**src/rtl/sap_counter_pkg.sv**
```systemverilog
// ---------------------------------------------------------------------------
// sap_counter_pkg
//
// Purpose:
//   Shared definitions for the SAP-U counter family. The counter slices and
//   anything that drives their 'up' input import this package so that count
//   direction is always written symbolically rather than as a bare 1/0.
//
// Contents:
//   CNT_UP / CNT_DOWN  - direction encodings for the 'up' input
//   defaultMaxCount()  - full-scale terminal value (2**width - 1) used as the
//                        default modulus when a slice is a plain binary counter
// ---------------------------------------------------------------------------
package sap_counter_pkg;

    // Direction encodings for the counter 'up' input.
    localparam logic CNT_UP   = 1'b1;
    localparam logic CNT_DOWN = 1'b0;

    // Full-scale terminal value for a counter of the given width.
    // The computation is done in 64 bits so that the shift never overflows
    // for the widths that can actually be represented in the return type;
    // a width of 64 or more saturates to all ones.
    function automatic longint unsigned defaultMaxCount(input int unsigned width);
        longint unsigned fullScale;
        if (width >= 64) begin
            fullScale = 64'hFFFF_FFFF_FFFF_FFFF;
        end else begin
            fullScale = (64'd1 << width) - 64'd1;
        end
        return fullScale;
    endfunction

endpackage

```
**src/rtl/sn_counter_next.sv**
```systemverilog
// ---------------------------------------------------------------------------
// sn_counter_next
//
// Purpose:
//   Purely combinational next-state logic for one sn_updown_counter slice.
//   Given the present count and the control inputs it produces the value the
//   register should take on the next rising edge, the terminal-count flag and
//   the wrap indication used to set the sticky overflow flag.
//
// Ports:
//   i_q      [WIDTH] present counter value
//   i_up             1 = count up, 0 = count down
//   i_d      [WIDTH] parallel load data
//   i_sclrN          synchronous clear, active low (highest priority)
//   i_loadN          parallel load, active low
//   i_enp            parallel count enable
//   i_ent            trickle count enable
//   o_qNext  [WIDTH] value to register on the next edge
//   o_tc             terminal count for the current direction
//   o_wrap           a count is being taken from the terminal value
// ---------------------------------------------------------------------------
module sn_counter_next
    import sap_counter_pkg::*;
#(
    parameter int unsigned     WIDTH     = 4,
    parameter longint unsigned MAX_COUNT = defaultMaxCount(WIDTH)
) (
    input  logic [WIDTH-1:0] i_q,
    input  logic             i_up,
    input  logic [WIDTH-1:0] i_d,
    input  logic             i_sclrN,
    input  logic             i_loadN,
    input  logic             i_enp,
    input  logic             i_ent,
    output logic [WIDTH-1:0] o_qNext,
    output logic             o_tc,
    output logic             o_wrap
);

    // Terminal value narrowed to the counter width once, so every comparison
    // below is a same-width unsigned compare.
    localparam logic [WIDTH-1:0] MAX_Q = WIDTH'(MAX_COUNT);

    logic             w_atTop;
    logic             w_atZero;
    logic             w_countEn;
    logic [WIDTH-1:0] w_qInc;
    logic [WIDTH-1:0] w_qDec;

    // Terminal detection. Counting up treats anything at or above the
    // terminal value as terminal, so a value loaded above MAX_COUNT still
    // wraps to zero on the next up-count instead of running on to the
    // natural binary rollover.
    assign w_atTop  = (i_q >= MAX_Q);
    assign w_atZero = (i_q == '0);

    // tc depends only on the present value and direction; the enables are
    // applied later, in the rco gating of the top level.
    assign o_tc = (i_up == CNT_UP) ? w_atTop : w_atZero;

    // A count edge happens only when neither clear nor load claims the edge
    // and both enables are high. A count taken while tc is high is a wrap.
    assign w_countEn = i_sclrN & i_loadN & i_enp & i_ent;
    assign o_wrap    = w_countEn & o_tc;

    // Plain increment/decrement. Both sides are WIDTH bits and the results
    // are only used when the terminal cases are excluded, so the natural
    // modulo-2**WIDTH behaviour never leaks out.
    assign w_qInc = i_q + WIDTH'(1);
    assign w_qDec = i_q - WIDTH'(1);

    // Next-value selection in edge priority order: synchronous clear, then
    // load, then count, otherwise hold. Counting down from a value above
    // MAX_COUNT simply decrements; only an exact zero wraps back to MAX_COUNT.
    always_comb begin
        o_qNext = i_q;
        if (!i_sclrN) begin
            o_qNext = '0;
        end else if (!i_loadN) begin
            o_qNext = i_d;
        end else if (i_enp && i_ent) begin
            if (i_up == CNT_UP) begin
                o_qNext = w_atTop ? '0 : w_qInc;
            end else begin
                o_qNext = w_atZero ? MAX_Q : w_qDec;
            end
        end
    end

endmodule

```
**src/rtl/sn_updown_counter.sv**
```systemverilog
// ---------------------------------------------------------------------------
// sn_updown_counter
//
// Purpose:
//   Parametrised up/down counter slice for the SAP-U simulator, a drop-in
//   successor of the legacy 4-bit synchronous counter. It serves as program
//   counter, step counter and decade counter. Slices cascade by feeding the
//   rco of one slice into the ent of the next.
//
// Parameters:
//   WIDTH         counter width in bits (>= 1)
//   MAX_COUNT     terminal value when counting up, reload value when counting
//                 down past zero; 1 .. 2**WIDTH-1
//   RCO_USES_ENP  1: rco = tc & ent & enp (legacy behaviour)
//                 0: rco = tc & ent       (lookahead-style carry)
//
// Ports:
//   clk      rising-edge clock
//   clr_n    asynchronous clear, active low (clears q and ovf)
//   sclr_n   synchronous clear, active low
//   load_n   synchronous parallel load, active low
//   enp      parallel count enable
//   ent      trickle count enable, also gates rco
//   up       count direction (CNT_UP / CNT_DOWN)
//   ovf_clr  synchronous clear of the sticky wrap flag
//   d        parallel load data
//   q        counter value
//   tc       terminal count, combinational from q and up
//   rco      ripple carry/borrow out for cascading
//   ovf      sticky wrap flag, registered
// ---------------------------------------------------------------------------
module sn_updown_counter
    import sap_counter_pkg::*;
#(
    parameter int unsigned     WIDTH        = 4,
    parameter longint unsigned MAX_COUNT    = defaultMaxCount(WIDTH),
    parameter bit              RCO_USES_ENP = 1'b1
) (
    input  logic             clk,
    input  logic             clr_n,
    input  logic             sclr_n,
    input  logic             load_n,
    input  logic             enp,
    input  logic             ent,
    input  logic             up,
    input  logic             ovf_clr,
    input  logic [WIDTH-1:0] d,
    output logic [WIDTH-1:0] q,
    output logic             tc,
    output logic             rco,
    output logic             ovf
);

    // Largest value representable in WIDTH bits, used to reject a modulus
    // that the counter register could never hold.
    localparam longint unsigned FULL_SCALE = defaultMaxCount(WIDTH);

    // Refuse to elaborate with a zero width or a terminal value outside
    // 1 .. 2**WIDTH-1; such a slice would have no meaningful wrap point.
    if ((WIDTH < 1) || (MAX_COUNT < 1) || (MAX_COUNT > FULL_SCALE)) begin : g_paramCheck
        $fatal(1, "sn_updown_counter: WIDTH=%0d MAX_COUNT=%0d is not a legal combination",
               WIDTH, MAX_COUNT);
    end

    logic [WIDTH-1:0] r_q;
    logic             r_ovf;
    logic [WIDTH-1:0] w_qNext;
    logic             w_tc;
    logic             w_wrap;
    logic             w_rcoEnp;

    // All next-value arithmetic and terminal detection lives in the
    // combinational helper; this level only owns the state and the gating.
    sn_counter_next #(
        .WIDTH     (WIDTH),
        .MAX_COUNT (MAX_COUNT)
    ) u_next (
        .i_q     (r_q),
        .i_up    (up),
        .i_d     (d),
        .i_sclrN (sclr_n),
        .i_loadN (load_n),
        .i_enp   (enp),
        .i_ent   (ent),
        .o_qNext (w_qNext),
        .o_tc    (w_tc),
        .o_wrap  (w_wrap)
    );

    // Counter and sticky wrap flag. The asynchronous clear forces both to
    // zero at once, independent of the clock, and holds them there while
    // clr_n stays low. A synchronous clear also drops the flag; otherwise a
    // wrap sets it, and a wrap on the same edge as ovf_clr still sets it so
    // that a wrap is never lost.
    always_ff @(posedge clk or negedge clr_n) begin
        if (!clr_n) begin
            r_q   <= '0;
            r_ovf <= 1'b0;
        end else if (!sclr_n) begin
            r_q   <= '0;
            r_ovf <= 1'b0;
        end else begin
            r_q <= w_qNext;
            if (w_wrap) begin
                r_ovf <= 1'b1;
            end else if (ovf_clr) begin
                r_ovf <= 1'b0;
            end
        end
    end

    // The legacy part also gated its carry with enp; the lookahead variant
    // lets the carry ripple ahead of the parallel enable so that a chain of
    // slices settles in one gate delay per slice.
    assign w_rcoEnp = RCO_USES_ENP ? enp : 1'b1;

    // Outputs: tc and rco are combinational so a cascaded slice sees the
    // carry in the same cycle that this slice reaches its terminal value.
    assign q   = r_q;
    assign ovf = r_ovf;
    assign tc  = w_tc;
    assign rco = w_tc & ent & w_rcoEnp;

endmodule
```
**config.mk**
```make
export PLATFORM = sky130hd
export DESIGN_NAME = sn_updown_counter
export DESIGN_NICKNAME = d
export VERILOG_FILES = /design/src/rtl/sap_counter_pkg.sv /design/src/rtl/sn_counter_next.sv /design/src/rtl/sn_updown_counter.sv
export SDC_FILE = /design/constraint.sdc
export NUM_CORES = 1
export LEC_CHECK = 0
export BUFFER_PORTS_ARGS = -buffer_cell sky130_fd_sc_hd__clkbuf_2
export CELL_PAD_IN_SITES_DETAIL_PLACEMENT = 2
export CELL_PAD_IN_SITES_GLOBAL_PLACEMENT = 2
export CORE_UTILIZATION = 24
export DETAILED_ROUTE_END_ITERATION = 6
export GPL_ROUTABILITY_DRIVEN = 0
export PLACE_DENSITY_LB_ADDON = 0.1
export SYNTH_ARGS = -nofsm -noshare
export SYNTH_HDL_FRONTEND = slang
export SYNTH_SLANG_ARGS = --single-unit
export TNS_END_PERCENT = 20
```
**constraint.sdc**
```tcl
create_clock -name clk -period 2.8 [get_ports clk]
set_input_delay 0.56 -clock clk [delete_from_list [all_inputs] [get_ports clk]]
set_output_delay 0.56 -clock clk [all_outputs]
set_load 0.05 [all_outputs]
```
-- Yosys cells after proc, flatten, opt, wreduce, memory -nomap -nowiden
Cells that the tools add are included.
- bitwise gates (word level): 6
- reduce and logical (&&, ||, !) cells: 2
- mux-type cells: 10
- order comparisons: 1
- equal/unequal tests: 2
- add/sub/neg operators: 2
- operator list (operator ; number):
    4-bit 2-to-1 mux ; 6
    1-bit AND ; 6
    4-bit by 1-bit adder with 4-bit output, second input constant ; 1
    4-bit greater-or-equal comparator, second input constant ; 1
    4-bit zero test ; 1
    1-bit 2-to-1 mux ; 4
    4-bit by 1-bit subtractor with 4-bit output, second input constant ; 1
    3-bit by 1-bit != test with 1-bit output, second input constant ; 1
    3-bit by 2-bit != test with 1-bit output, second input constant ; 1
    1-bit logical AND ; 1
- word-level logic and storage cells: 25
- input bits: 12
- register bits: 5

-- Depth between registers and ports, before layout
Gate-level depths: netlist (run 1).
- depth after elaboration: 6
- mapped depth: 6
- gate-level depth less buffers: 6

-- By module
Synthesis (run 1) repeated with hierarchy kept, for this count alone.
- cell total of the unflattened synthesis: 53
- area total of the unflattened synthesis: 455.4 um^2
- modules (own cells, without submodules) (module ; cells an instance ; times used ; area an instance (um^2)):
    sn_counter_next ; 41 ; 1 ; 277.8
    sn_updown_counter ; 12 ; 1 ; 177.7

-- Worst setup path after synthesis (run 1)
No wires, ideal clock.
- kind: reg-to-output
- start point: register r_q[0] (netlist: q[0])
- end point: output rco
- path buffers: 0
- data required time: 2240 ps
- stages on the path, launching flop included: 6
- data arrival time: 2000 ps
- setup slack: 240 ps
- path through: dfrtp_1 -> inv_1 -> ha_1 -> nand2b_1 -> o31a_2 -> nor2_1
- cells in the longest elaborated chain, start to end: 4
- ends and longest elaborated chain (element ; RTL line ; text):
    start, declared ; sn_updown_counter.sv:65 ; logic [WIDTH-1:0] r_q;
    start signal, assigned ; sn_updown_counter.sv:103 ; r_q <= w_qNext;
    4-bit greater-or-equal comparator or 4-bit zero test (tied branches) ; sn_counter_next.sv:54, sn_counter_next.sv:55 ;
    1-bit 2-to-1 mux * ; sn_counter_next.sv:59 ; assign o_tc = (i_up == CNT_UP) ? w_atTop : w_atZero;
    1-bit AND * (2 in series) ; sn_updown_counter.sv:122 ; assign rco = w_tc & ent & w_rcoEnp;
    end, declared ; sn_updown_counter.sv:50 ; output logic rco,
Every way passes the cells marked *; elsewhere a longest branch is shown, timed or not.

-- Worst setup path in the final report (run 1)
Same ends and word-level chain as after synthesis.

==> results.cfg, run 1 <==
[global_routing]
grt_usage_pct = 15.1
grt_pass1_vias = 467
grt_start_max_net_pins = 10
antenna_found_initial = 0
grt_pass1_wl_mm = 2.15
grt_overflow = 0

[cts]
cts_setup_buffers = 0
cts_buffers = 3
cts_resized = 0
clockRootBuffer = clkbuf_4
cts_hold_buf = 0
htreeDepth = 1
clock_sinks = 5
cts_buffer_depth = 2
clock_latency_ns = 0.23
cts.clk_slew.worst_paths_ns = 0.04
cts_tree = built

[finish]
ff_latch_area_sq_um = 125
fin_area_sq_um = 539
area_growth_pct = 31.4
num_antenna_cells = 0
fill_cells = 192
final_common_cell = clkbuf_2
fin_cells = 87
final_cell_mix = 18 x clkbuf_2, 7 x inv_1, 5 x dfrtp_1, 4 x nor2_1
multi_input_area_sq_um = 248
nNetsFinal = 87
drive_gt1_share_pct = 32.4

[route]
ant_nets = 0
drc = 2
firstDrtPassIters = 6
vias_per_cell = 5.15
wl_per_cell_um = 14.0
drt_iter0_drc = 10
wl_mm = 1.22
vias = 448

[flow_run]
max-cap-violations = 0

[sta]
relSlewSlack_pct = 74.8
setup_violations = 0
worst_pin_slew_ns = 0.373
fin_tns_setup_ns = 0
fin_skew_ns = 0.000206
post-route-period-util_pct = 84.3
hold_viol = 0
clock.fmax_mhz = 424
drv_slew = 0
rsz0062_at_grt = false
finalCriticalPeriod_ns = 2.36

[critical_path]
r2r-start = q[2]$_DFFE_PN0P_
path_class = reg -> out
cp-end-kind = output port
arrival_ns = 1.80
required_ns = 2.24
crit_path_start_kind = flip-flop
crit_path_max_fanout = 5
worst_r2r_path_depth = 4
r2r_setup_slack_ns = 1.19
r2r-end = q[3]$_DFFE_PN0P_

[power_and_ir_drop]
max-vdd-ir-drop_mv = 0.108
total_power_mw = 0.247
leakage_nw = 0.264
p_per_area_nw_per_um2 = 458

[synth]
synth.avg_cell_area_sq_um = 8.05
ys_warn_count = 0
syn_area_sq_um = 410
syn_inst = 51
ys_types = 27
synth_seq_cells = 5
syn-num-nets = 66
synth-seq-area-share_pct = 30.5

[worst_hold_path]
worstHoldPathType = in -> async

[placed_design]
hpwl_mm = 1.01
port_buffers = 18
placed_cells = 83
placed_area_sq_um = 513

[outcome]
violations = design-rule violations
status = complete, but fails checks

[die]
num_rows = 14
dieArea_sq_um = 1880
start_util_pct = 26.3
io_pins = 19
dieWidth_um = 43.4
coreArea_sq_um = 1560
fp.dieH_um = 43.4
[synthesized netlist by cell type]
master | instances | share of area (%)
nand3_1 | 3 | 3.7
clkbuf_1 | 1 | 0.91
a31oi_1 | 1 | 1.5
o2bb2ai_1 | 1 | 2.1
nor2b_1 | 1 | 1.5
ha_1 | 3 | 9.1
a311oi_1 | 2 | 4.3
buf_1 | 1 | 0.91
mux2i_1 | 1 | 2.4
a211oi_1 | 1 | 1.8
o21ai_0 | 2 | 2.4
inv_2 | 1 | 0.91
and2_1 | 1 | 1.5
nand2_1 | 2 | 1.8
nor2_1 | 4 | 3.7
dfrtp_1 | 5 | 30
a21oi_1 | 3 | 3.7
o31a_2 | 1 | 2.4
or4_1 | 1 | 1.8
xnor2_1 | 2 | 4.3
o31ai_1 | 1 | 1.8
inv_1 | 7 | 6.4
o311ai_0 | 1 | 2.1
nand4_1 | 1 | 1.5
o22ai_1 | 2 | 3.0
nand2b_1 | 1 | 1.5
a221oi_1 | 1 | 2.1
[kinds of logic after synthesis]
family                   synth area share (%)
AO/OA/AOI/OAI                            27.4
AND/OR/NAND/NOR                          17.1
buffers and inverters                    9.14
flip-flops                               30.5
adder cells (fa/ha/maj)                  9.15
XOR/XNOR                                 4.27
multiplexers                             2.44
[worst max-delay path: stages (launching register included)]
cell and delay, ns:
dfrtp_1 0.43, inv_1 0.17, ha_1 0.20, nand2b_1 0.08, o31a_2 0.31, nor2_1 0.10, clkbuf_2 0.28
[metal layers]
| metal | share of wire, % | GRT usage [%] | wire [um] | vias up |
|---|---|---|---|---|
| li1 | - | - | - | 225 |
| met5 | 0 | 0 | 0 | - |
| met2 | 47 | 24.5 | 578 | 15 |
| met4 | 0 | 5.63 | 0 | 0 |
| met3 | 3.8 | 0 | 46 | 0 |
| met1 | 49 | 21.6 | 596 | 208 |
[final cells by class]
| type | instances | area share (%) |
|---|---|---|
| clock buffers | 4 | 4.87 |
| inverters | 8 | 5.57 |
| multi-input cells | 36 | 45.9 |
| flip-flops and latches | 5 | 23.2 |
| well taps | 16 | 3.71 |
| repair buffers | 18 | 16.7 |
[worst max path at each step]
stage                      from  end  slack [ns]
2_1_floorplan  q[0]$_DFFE_PN0P_  rco        0.24
3_3_place_gp   q[0]$_DFFE_PN0P_  rco        0.70
3_5_place_dp   q[0]$_DFFE_PN0P_  rco        0.68
4_1_cts        q[0]$_DFFE_PN0P_  rco        0.42
5_1_grt        q[0]$_DFFE_PN0P_  rco        0.31
6_report       q[0]$_DFFE_PN0P_  rco        0.44
[power breakdown]
part / internal (mW) / total (mW) / switching [mW] / leakage (nW)
sequential: 0.0771 / 0.0863 / 0.00923 / 0.0658
combinational: 0.0269 / 0.0807 / 0.0538 / 0.183
clock: 0.0537 / 0.0799 / 0.0262 / 0.0150
total: 0.158 / 0.247 / 0.0892 / 0.264
[sequential cells by signal, indices dropped and copies added, names as in the netlist]
register,flops
q,4
ovf,1
[stage by stage]
| step | hold slack (ns) | util, % | setup WS, ns |
|---|---|---|---|
| floorplan | 0.264 | - | 0.240 |
| global placement | 0.377 | 32.9 | 0.698 |
| detailed placement | 0.378 | 32.9 | 0.678 |
| CTS | 0.129 | 34.6 | 0.422 |
| global route | 0.133 | 34.6 | 0.307 |
| finish | 0.132 | 34.6 | 0.439 |
(Power assumes the default switching activity.)
==> run 2, diff against run 1 <==
--- a/config.mk
+++ b/config.mk
@@ -8,7 +8,7 @@
 export BUFFER_PORTS_ARGS = -buffer_cell sky130_fd_sc_hd__clkbuf_2
 export CELL_PAD_IN_SITES_DETAIL_PLACEMENT = 2
 export CELL_PAD_IN_SITES_GLOBAL_PLACEMENT = 2
-export CORE_UTILIZATION = 24
+export CORE_UTILIZATION = 23
 export DETAILED_ROUTE_END_ITERATION = 6
 export GPL_ROUTABILITY_DRIVEN = 0
 export PLACE_DENSITY_LB_ADDON = 0.1
==> constraint.sdc (replaced) <==
create_clock -name clk -period 2.4 [get_ports clk]
set_input_delay 0.48 -clock clk [delete_from_list [all_inputs] [get_ports clk]]
set_output_delay 0.48 -clock clk [all_outputs]
set_load 0.05 [all_outputs]
==> run 2 against run 1 <==
  * The run now ends clean
  * Largest power group is now clock
  * Critical path depth is the same
  * Routed wire length grew 10%
  * Final area grew 3.2%
  * Die area grew 4.1%
  * Register-to-register slack lost 0.36 ns
  * Clock power grew 26%
  * Via count grew 1.3%
  * Clock skew grew 0.0014 ns
  * Clock-buffer cell count is the same
  * Critical path type unchanged
==> results.cfg, run 2 (synthesis results as in run 1) <==
[outcome]
status = completed

[global_routing]
grt_start_max_net_pins = 10
grt_usage_pct = 15.9
antenna_found_initial = 0
grt_pass1_wl_mm = 2.10
grt_overflow = 0
grt_pass1_vias = 450

[sta]
fin_tns_setup_ns = 0
rsz0062_at_grt = false
post-route-period-util_pct = 94.4
fin_skew_ns = 0.00158
relSlewSlack_pct = 71.5
drv_slew = 0
clock.fmax_mhz = 441
whs_ns = 0.0357
hold_viol = 0
finalCriticalPeriod_ns = 2.27
worst_pin_slew_ns = 0.422
setup_violations = 0

[power_and_ir_drop]
comb_power_share_pct = 32.6
netSwitchingPower_mw = 0.113
netSwitchingFraction_pct = 37.8
pwr-share-clk_pct = 33.9
leakage_nw = 0.264
total_power_mw = 0.299
p_seq_share_pct = 33.4
p_int_mw = 0.186
max-vdd-ir-drop_mv = 0.186
p_per_area_nw_per_um2 = 536

[route]
vias = 454
firstDrtPassIters = 6
ant_nets = 0
vias_per_cell = 4.78
drt_iter0_drc = 8
wl_mm = 1.35
wl_per_cell_um = 14.2
drc = 0

[placed_design]
hpwl_mm = 1.10
port_buffers = 18

[finish]
nNetsFinal = 87
area_growth_pct = 35.7
drive_gt1_share_pct = 33.8
final_cell_mix = 16 x clkbuf_2, 7 x inv_1, 5 x clkbuf_4, 5 x dfrtp_1
multi_input_area_sq_um = 250
ff_latch_area_sq_um = 125
fill_cells = 198
final_common_cell = clkbuf_2
largest_register_ffs = 4
num_antenna_cells = 0

[critical_path]
slowest_delay_ns = 0.42
required_ns = 1.92
path_cells = inv_1 -> ha_1 -> nand2b_1 -> o31a_2 -> nor2_2 -> clkbuf_4
path_class = reg -> out
crit_path_start_kind = flip-flop
cpMaxStageDelayCell = dfrtp_1
arrival_ns = 1.79
crit_path_max_fanout = 5
r2r_setup_slack_ns = 0.83
crit_buf_inv = 2
cp_top_family = flip-flops
cp-end-kind = output port

[die]
fp.dieH_um = 44.2
io_pins = 19
coreArea_sq_um = 1590
start_util_pct = 25.7
dieArea_sq_um = 1960
dieWidth_um = 44.2
num_rows = 14

[worst_hold_path]
worstHoldPathType = in -> async

[cts]
cts_hold_buf = 0
cts_buffer_depth = 2
clock_latency_ns = 0.25
cts_buffers = 3
clock_sinks = 5
clockRootBuffer = clkbuf_4
cts.clk_slew.worst_paths_ns = 0.04
htreeDepth = 1
cts_tree = built
cts_setup_buffers = 0

[flow_run]
max-cap-violations = 0
## run 2: cell types whose count changed in the layout (fill, tap and decap cells not counted)
cell      delta
nor2_1       -1
clkbuf_4     +2
clkbuf_2     -2
nor2_2       +1
## run 2: worst paths after layout
path,cells past startpoint,to,start
worst max-delay path,6,rco,q[0]$_DFFE_PN0P_
worst min-delay path,1,q[3]$_DFFE_PN0P_,clr_n
worst max register to register,6,ovf$_DFFE_PN0P_,q[0]$_DFFE_PN0P_
worst min register to register,2,q[1]$_DFFE_PN0P_,q[1]$_DFFE_PN0P_
max in group asynchronous,1,q[2]$_DFFE_PN0P_,clr_n
min in group clk,2,ovf$_DFFE_PN0P_,sclr_n
## run 2: cell type report
cell class	count	area share (%)
Inverter	8	5.39
Multi-Input combinational cell	36	44.9
Clock buffer	4	4.72
Timing Repair Buffer	18	17.1
Tap cell	24	5.39
Sequential cell	5	22.5
## run 2: repair_timing
action | CTS | global route
hold endpoints to repair | 0 | 0
setup endpoints to repair | 0 | 2
resized for setup | 0 | 4
## run 2: worst register-to-register path, cell delays in order, from the launching register on
cell	delay, ns
dfrtp_1	0.42
inv_1	0.17
ha_1	0.21
nand2b_1	0.08
o31a_2	0.32
o22ai_1	0.16
and2_1	0.15
## run 2: per-stage QoR
stage	cells	util [%]	setup slack [ns]	area [sq um]
2_1_floorplan	51	-	0.138	413
3_3_place_gp	91	33.0	0.360	526
3_5_place_dp	91	33.0	0.345	526
4_1_cts	95	34.6	0.0740	552
5_1_grt	95	34.9	0.0224	557
6_report	95	34.9	0.134	557
## run 2: power by group through the flow
stage / registers (mW) / clock network, mW / logic, mW
floorplan: 0.117 / 0 / 0.0479
global placement: 0.101 / 0 / 0.0970
detailed placement: 0.101 / 0 / 0.0969
CTS: 0.100 / 0.105 / 0.0977
global route: 0.101 / 0.111 / 0.107
finish: 0.0999 / 0.101 / 0.0974
## run 2: layer usage
layer | track usage, % | vias to the layer above | wire (um)
met2 | 24.7 | 16 | 632
met4 | 9.09 | 0 | 36
met3 | 4.90 | 5 | 52
met5 | 0 | - | 0
li1 | - | 222 | -
met1 | 19.4 | 211 | 628
